<file path="config.mk">
export PLATFORM = sky130hd
export DESIGN_NAME = ray_generator
export DESIGN_NICKNAME = d
export VERILOG_FILES = /design/src/rtl/ray_pkg.sv /design/src/rtl/ray_vec3_add.sv /design/src/rtl/ray_generator.sv
export SDC_FILE = /design/constraint.sdc
export NUM_CORES = 2
export LEC_CHECK = 0
export ABC_AREA = 0
export BUFFER_PORTS_ARGS = -buffer_cell sky130_fd_sc_hd__clkbuf_2
export CAP_MARGIN = 20
export CELL_PAD_IN_SITES_DETAIL_PLACEMENT = 1
export CELL_PAD_IN_SITES_GLOBAL_PLACEMENT = 2
export CORE_MARGIN = 5
export CORE_UTILIZATION = 34
export DETAILED_ROUTE_END_ITERATION = 10
export HOLD_SLACK_MARGIN = 0.05
export PLACE_DENSITY_LB_ADDON = 0.1
export SLEW_MARGIN = 5
export SYNTH_ARGS = -nofsm -noshare
export SYNTH_HDL_FRONTEND = slang
export SYNTH_SLANG_ARGS = --single-unit
</file>
<file path="constraint.sdc">
create_clock -name clk -period 22.8 [get_ports clk]
set_clock_uncertainty 0.1 [all_clocks]
set_input_delay 0 -clock clk [delete_from_list [all_inputs] [get_ports clk]]
set_output_delay 0 -clock clk [all_outputs]
set_load 0.03 [all_outputs]
</file>
<file path="src/rtl/ray_pkg.sv">
// Shared widths, lane helpers and FSM encoding for the camera ray source.
// Vectors are packed {z,y,x} with each lane a Q8.24 two's-complement value.
package ray_pkg;

    localparam int LANE_W    = 32;
    localparam int FRAC_BITS = 24;
    localparam int VEC3_W    = 3 * LANE_W;
    localparam int COORD_W   = 11;

    typedef logic [LANE_W-1:0]  lane_t;
    typedef logic [VEC3_W-1:0]  vec3_t;
    typedef logic [COORD_W-1:0] coord_t;

    typedef enum logic [1:0] {
        ST_IDLE   = 2'd0,
        ST_ISSUE  = 2'd1,
        ST_GAP    = 2'd2,
        ST_FINISH = 2'd3
    } state_t;

    function automatic lane_t lane_sel(input vec3_t v, input int idx);
        return v[idx*LANE_W +: LANE_W];
    endfunction

    function automatic lane_t lane_x(input vec3_t v);
        return lane_sel(v, 0);
    endfunction

    function automatic lane_t lane_y(input vec3_t v);
        return lane_sel(v, 1);
    endfunction

    function automatic lane_t lane_z(input vec3_t v);
        return lane_sel(v, 2);
    endfunction

endpackage

</file>
<file path="src/rtl/ray_vec3_add.sv">
// Combinational three-lane adder; each lane wraps modulo 2^32 with no
// saturation, so lane carries never cross into the neighbouring lane.
module ray_vec3_add
    import ray_pkg::*;
(
    input  vec3_t a,
    input  vec3_t b,
    output vec3_t sum
);

    genvar gi;
    generate
        for (gi = 0; gi < 3; gi++) begin : g_lane
            assign sum[gi*LANE_W +: LANE_W] = lane_sel(a, gi) + lane_sel(b, gi);
        end
    endgenerate

endmodule

</file>
<file path="src/rtl/ray_generator.sv">
// Raster-order primary ray source: one ray per pixel, direction stepped
// incrementally from the latched corner by du per column and dv per row.
module ray_generator
    import ray_pkg::*;
#(
    parameter int IMAGE_W = 640,
    parameter int IMAGE_H = 480
) (
    input  logic               clk,
    input  logic               rst,
    input  logic               start,
    input  logic [VEC3_W-1:0]  cam_origin,
    input  logic [VEC3_W-1:0]  cam_corner,
    input  logic [VEC3_W-1:0]  cam_du,
    input  logic [VEC3_W-1:0]  cam_dv,
    input  logic               stall_source,
    output logic [COORD_W-1:0] image_x,
    output logic [COORD_W-1:0] image_y,
    output logic [VEC3_W-1:0]  casted_ray_origin,
    output logic [VEC3_W-1:0]  casted_ray_direction,
    output logic               new_data,
    output logic               busy,
    output logic               frame_done
);

    localparam coord_t X_LAST = coord_t'(IMAGE_W - 1);
    localparam coord_t Y_LAST = coord_t'(IMAGE_H - 1);

    state_t state_reg, state_next;

    coord_t x_reg, y_reg;
    vec3_t  origin_reg, du_reg, dv_reg;
    vec3_t  row_dir_reg, cur_dir_reg;
    vec3_t  cur_plus_du, row_plus_dv;

    coord_t image_x_reg, image_y_reg;
    vec3_t  ray_origin_reg, ray_dir_reg;
    logic   new_data_reg, busy_reg, frame_done_reg;

    logic load, issue, end_of_row, last_pixel;

    assign end_of_row = (x_reg == X_LAST);
    assign last_pixel = end_of_row && (y_reg == Y_LAST);

    ray_vec3_add u_step_x (
        .a   (cur_dir_reg),
        .b   (du_reg),
        .sum (cur_plus_du)
    );

    ray_vec3_add u_step_y (
        .a   (row_dir_reg),
        .b   (dv_reg),
        .sum (row_plus_dv)
    );

    always_ff @(posedge clk or posedge rst) begin
        if (rst) begin
            state_reg <= ST_IDLE;
        end else begin
            state_reg <= state_next;
        end
    end

    always_comb begin
        state_next = state_reg;
        load       = 1'b0;
        issue      = 1'b0;
        case (state_reg)
            ST_IDLE: begin
                if (start) begin
                    load       = 1'b1;
                    state_next = ST_ISSUE;
                end
            end
            ST_ISSUE: begin
                if (!stall_source) begin
                    issue      = 1'b1;
                    state_next = last_pixel ? ST_FINISH : ST_GAP;
                end
            end
            ST_GAP:    state_next = ST_ISSUE;
            ST_FINISH: state_next = ST_IDLE;
            default:   state_next = ST_IDLE;
        endcase
    end

    always_ff @(posedge clk or posedge rst) begin
        if (rst) begin
            x_reg          <= '0;
            y_reg          <= '0;
            origin_reg     <= '0;
            du_reg         <= '0;
            dv_reg         <= '0;
            row_dir_reg    <= '0;
            cur_dir_reg    <= '0;
            image_x_reg    <= '0;
            image_y_reg    <= '0;
            ray_origin_reg <= '0;
            ray_dir_reg    <= '0;
            new_data_reg   <= 1'b0;
            busy_reg       <= 1'b0;
            frame_done_reg <= 1'b0;
        end else begin
            new_data_reg   <= issue;
            frame_done_reg <= (state_reg == ST_FINISH);
            if (state_reg == ST_FINISH) begin
                busy_reg <= 1'b0;
            end
            if (load) begin
                origin_reg  <= cam_origin;
                du_reg      <= cam_du;
                dv_reg      <= cam_dv;
                row_dir_reg <= cam_corner;
                cur_dir_reg <= cam_corner;
                x_reg       <= '0;
                y_reg       <= '0;
                busy_reg    <= 1'b1;
            end
            if (issue) begin
                image_x_reg    <= x_reg;
                image_y_reg    <= y_reg;
                ray_origin_reg <= origin_reg;
                ray_dir_reg    <= cur_dir_reg;
                // Counters stay put on the final pixel so y never passes H-1.
                if (!end_of_row) begin
                    x_reg       <= x_reg + coord_t'(1);
                    cur_dir_reg <= cur_plus_du;
                end else if (!last_pixel) begin
                    x_reg       <= '0;
                    y_reg       <= y_reg + coord_t'(1);
                    row_dir_reg <= row_plus_dv;
                    cur_dir_reg <= row_plus_dv;
                end
            end
        end
    end

    assign image_x              = image_x_reg;
    assign image_y              = image_y_reg;
    assign casted_ray_origin    = ray_origin_reg;
    assign casted_ray_direction = ray_dir_reg;
    assign new_data             = new_data_reg;
    assign busy                 = busy_reg;
    assign frame_done           = frame_done_reg;

endmodule

</file>
Word-level counts from Yosys, hierarchy flattened --
Cells that the tools add are included.
Cells by class: reductions and logical operators 4, mux-type cells 26, $add $sub $neg 8, equality and inequality tests 7
Operator list (count):
- 2-to-1 mux 96 bit | 8
- adder 32 bit | 6
- 2-to-1 mux 11 bit | 8
- adder 11 x 1 -> 11 bit (second input constant) | 2
- == test 11 x 10 -> 1 bit (second input constant) | 1
- == test 11 x 9 -> 1 bit (second input constant) | 1
- one-hot mux 2 bit (4 select lines) | 1
- 2-to-1 mux 1 bit | 7
- == test 2 bit (second input constant) | 2
- 2-to-1 mux 2 bit | 2
- inequality test 2 bit (second input constant) | 2
- == test 2 x 1 -> 1 bit (second input constant) | 1
- logical NOT 2 bit | 1
- AND reduction 2 bit | 1
- nonzero test 2 bit | 1
- logical AND 1 bit | 1
Word-level totals: input port bits 388, output and inout port bits 217, flip-flop bits (word level) 721

Depth between registers and ports, before layout --
depth after elaboration 6, gate-level depth with buffers 12, mapped depth without buffers 12

By module --
Synthesis repeated with hierarchy kept, for this count alone.
Second synthesis, totals: cell total of the unflattened synthesis 4403, area total of the unflattened synthesis 38316.7 um^2
By module, submodules not included:
- ray_generator | instances 1, cells an instance 3120, area an instance 29120.4 um^2
- ray_vec3_add at u_step_x | instances 1, cells an instance 659, area an instance 4733.3 um^2
- ray_vec3_add at u_step_y | instances 1, cells an instance 624, area an instance 4463.0 um^2

Least setup slack after synthesis --
OpenSTA, ideal clock, no wires.
kind register to register, from register du_reg[32], to register cur_dir_reg[60], arrival 2.932 ns, buffers on the path 0, setup slack 19.644 ns, data required time 22.576 ns, library setup time 0.124 ns, stages on the path, launching flop included 13, cell sequence dfrtp_1 -> ha_1 -> fa_1 -> a21oi_1 -> o21bai_1 -> a2111oi_0 -> o311ai_0 -> o211ai_1 -> a21oi_1 -> a31oi_1 -> or3_1 -> a21oi_1 -> a211o_1
Between the ends: cells in the longest elaborated chain, start to end 3
Ends and longest elaborated chain:
- from (decl) | RTL line ray_generator.sv:32 | vec3_t origin_reg, du_reg, dv_reg;
- from (signal assigned) | RTL line ray_generator.sv:112 | du_reg <= cam_du;
- adder 32 bit | RTL line ray_vec3_add.sv:14 | assign sum[gi*LANE_W +: LANE_W] = lane_sel(a, gi) + lane_sel(b, gi);
- 2-to-1 mux 96 bit | RTL line ray_generator.sv:126 | if (!end_of_row) begin
- 2-to-1 mux 96 bit | RTL line ray_generator.sv:120 | if (issue) begin
- to (signal assigned) | RTL line ray_generator.sv:115 | cur_dir_reg <= cam_corner;
- to (signal assigned) | RTL line ray_generator.sv:128 | cur_dir_reg <= cur_plus_du;
- to (signal assigned) | RTL line ray_generator.sv:133 | cur_dir_reg <= row_plus_dv;
- to (decl) | RTL line ray_generator.sv:33 | vec3_t row_dir_reg, cur_dir_reg;
Every way passes these cells. A chain may end at the register's enable or synchronous reset.

==> impl_metrics.ini <==
[status]
outcome = finished clean

[pwr]
p_leak_nw = 26.5
power_density_nw_per_um2 = 152
peakVddDrop_v = 0.0000708
total_power_w = 0.00800

[logic_synthesis]
synth_cell_types = 92
yosysWarnings = 0
seq_area_frac_synth_pct = 47.7
syn_nets = 4974
synth_top_cell_area_share_pct = 47.7
synth_edf_count = 0
avgSynthCellArea_um2 = 8.62
synth.top_cells.by_area = dfrtp_1 48%, nand2_1 18%, ha_1 6.2%
ys_ff_latch = 721
synth_flop_cell = dfrtp_1
synthArstFlopShare_pct = 100
syn_inst = 4392
synth_area_um2 = 37900
yosysTopAreaCell = dfrtp_1

[finish]
drive_above_1_share_pct = 14.3
fillers = 13000
seq_area_um2 = 18000
final_cell_mix = 1778 x nand2_1, 743 x dlygate4sd3_1, 721 x dfrtp_1
finalCoreUtilization_pct = 47.6
multi_input_area_um2 = 18900
layout_commonest_cell = nand2_1
area_growth_pct = 39.1
finalNetCount = 6235

[route]
drt_wl_total_mm = 151
dr_total_vias = 36300
first_pass_iters = 7
post-route-drc-count = 0
wl_per_cell_um = 20.9
viasPerCell = 5.03
drtIter0Drc = 2021
drtAntennaViolNets = 0

[clocking]
ctsResizeCount = 0
clockRootBuffer = clkbuf_16
cts.path.max_buffers = 3
cts_tree = yes
cts.clk_slew.worst_paths_ns = 0.06
cts_setup_buffers = 0
clock_latency_ns = 0.66
h-tree-depth = 3
cts_inserted_buffers = 88
clock_sinks = 721

[global_routing]
antenna_found_initial = 13
grt_first_pass_wirelength_mm = 232
grtUsageTotal_pct = 24.9
grt_overflow = 0
grt_max_degree = 141
grt_pass1_vias = 39400

[timing]
setup_tns_ns = 0
setup_ws_ns = 18.33
rsz0062_at_grt = false
period_needed_ns = 4.47
fin_crit_sh_pct = 19.6
drv_slew = 0
max_freq_mhz = 224
slew_headroom_pct = 24.8
hold_violations = 0
setup_violations = 0
worst_pin_slew_ns = 1.13

[placement]
io_buffers = 604
gp_congestion = 0.828
dp_slack_ns = 18.59
dp_hpwl_mm = 98.9

[worst_setup_path]
start_kind = primary input
crit_path_max_incr_delay_ns = 0.79
crit_chain = dlygate4sd3_1, clkbuf_2, dlygate4sd3_1, inv_8, buf_4, buf_12, buf_4, buf_4
crit_path_top_delay_cell = buf_4
crit_type = in -> async
cp-end-kind = asynchronous set/reset pin
rr_startpoint = state_reg[1]
cp-startpoint = rst
crit_buf_inv = 8
path_depth = 8
crit_top_cell = buf_4
critPathTopFamily = buffers and inverters
crit_arrival_ns = 5.11
regToRegSetupSlack_ns = 18.40
ff2ff_path_depth = 11
critPathMaxFanout = 140
crit_required_ns = 23.44

[worst_hold_path]
hp-start = cam_corner[75]
hold_path.class = in -> reg
min_path_cells = 4

[run]
maxCapViolations = 0

[floorplan]
die_height_um = 344
die_area_um2 = 118000
die_x_um = 344
row_count = 122
io_pins = 605
design.core.area_um2 = 111000
initial_utilization_pct = 34.2
[cell families after synthesis]
group | after synthesis | share of synthesized area, %
AND/OR/NAND/NOR | 2156 | 23.1
multiplexers | 67 | 1.78
buffers and inverters | 251 | 2.59
adder cells (fa/ha/maj) | 194 | 6.53
AO/OA/AOI/OAI | 838 | 14.6
XOR/XNOR | 165 | 3.82
flip-flops | 721 | 47.7
[per-layer routing]
layer | vias up | track usage (%) | wire [um]
met1 | 18000 | 33.0 | 67500
met4 | 8 | 7.12 | 4370
li1 | 17400 | - | -
met5 | - | 0 | 54
met2 | 710 | 42.4 | 72500
met3 | 230 | 3.81 | 6150
[worst paths after layout]
path / to
max in group clk: cur_dir_reg[25]
max: casted_ray_direction[46]
max reg2reg: cur_dir_reg[25]
min in group asynchronous: casted_ray_origin[37]
min reg2reg: casted_ray_origin[79]
min: cur_dir_reg[75]
[worst min-delay path, stage by stage]
cell and delay (ns):
dlygate4sd3_1 0.52, clkbuf_2 0.13, a222oi_1 0.09, nand2_1 0.07
[cell usage after synthesis (12+ instances only)]
master,n
nand2_1,1781
nor2b_1,17
a21o_1,103
ha_1,188
nor2_1,107
a31oi_1,32
o21ai_0,190
nand2b_1,21
a222oi_1,27
a22oi_1,40
nand4_1,20
and3_1,40
nor3_1,27
inv_1,41
dfrtp_1,721
clkbuf_1,193
o211ai_1,35
and2_1,26
a211oi_1,28
nand3_1,59
xnor2_1,99
o221ai_1,12
o21bai_1,29
mux2i_1,65
xor2_1,66
or3_1,13
a21oi_1,209
o21a_1,30
o31ai_1,12
[what timing repair did]
| item | CTS | global route |
|---|---|---|
| endpoints found under the hold margin | 715 | 0 |
| setup endpoints to repair | 0 | 0 |
| hold buffers | 743 | 0 |
[report_power, final]
part	leakage, nW	total, W	switching, W	internal [W]
clock	1.44	0.00144	0.000586	0.000857
combinational	16.0	0.00427	0.00265	0.00161
sequential	9.01	0.00229	0.000436	0.00185
total	26.5	0.00800	0.00368	0.00432
[metrics by stage]
step / area (um^2) / std cells / hold slack [ns]
final: 52700 / 7215 / 0.0861
after global routing: 52700 / 7210 / 0.0713
after CTS: 52600 / 7204 / 0.0505
after detailed placement: 42300 / 6308 / 0.0959
after global placement: 42300 / 6308 / 0.0905
after floorplan: 37900 / 4392 / 0.00544
[layout make-up]
class	count	share of cell area, %
diodes	11	0.0523
clock buffers	124	4.84
clock inverters	29	0.720
inverters	42	0.328
multi-input cells	3420	35.9
flip-flops and latches	721	34.3
well taps	1488	3.54
repair buffers	1380	20.4
Power figures use the tool's default switching activity.
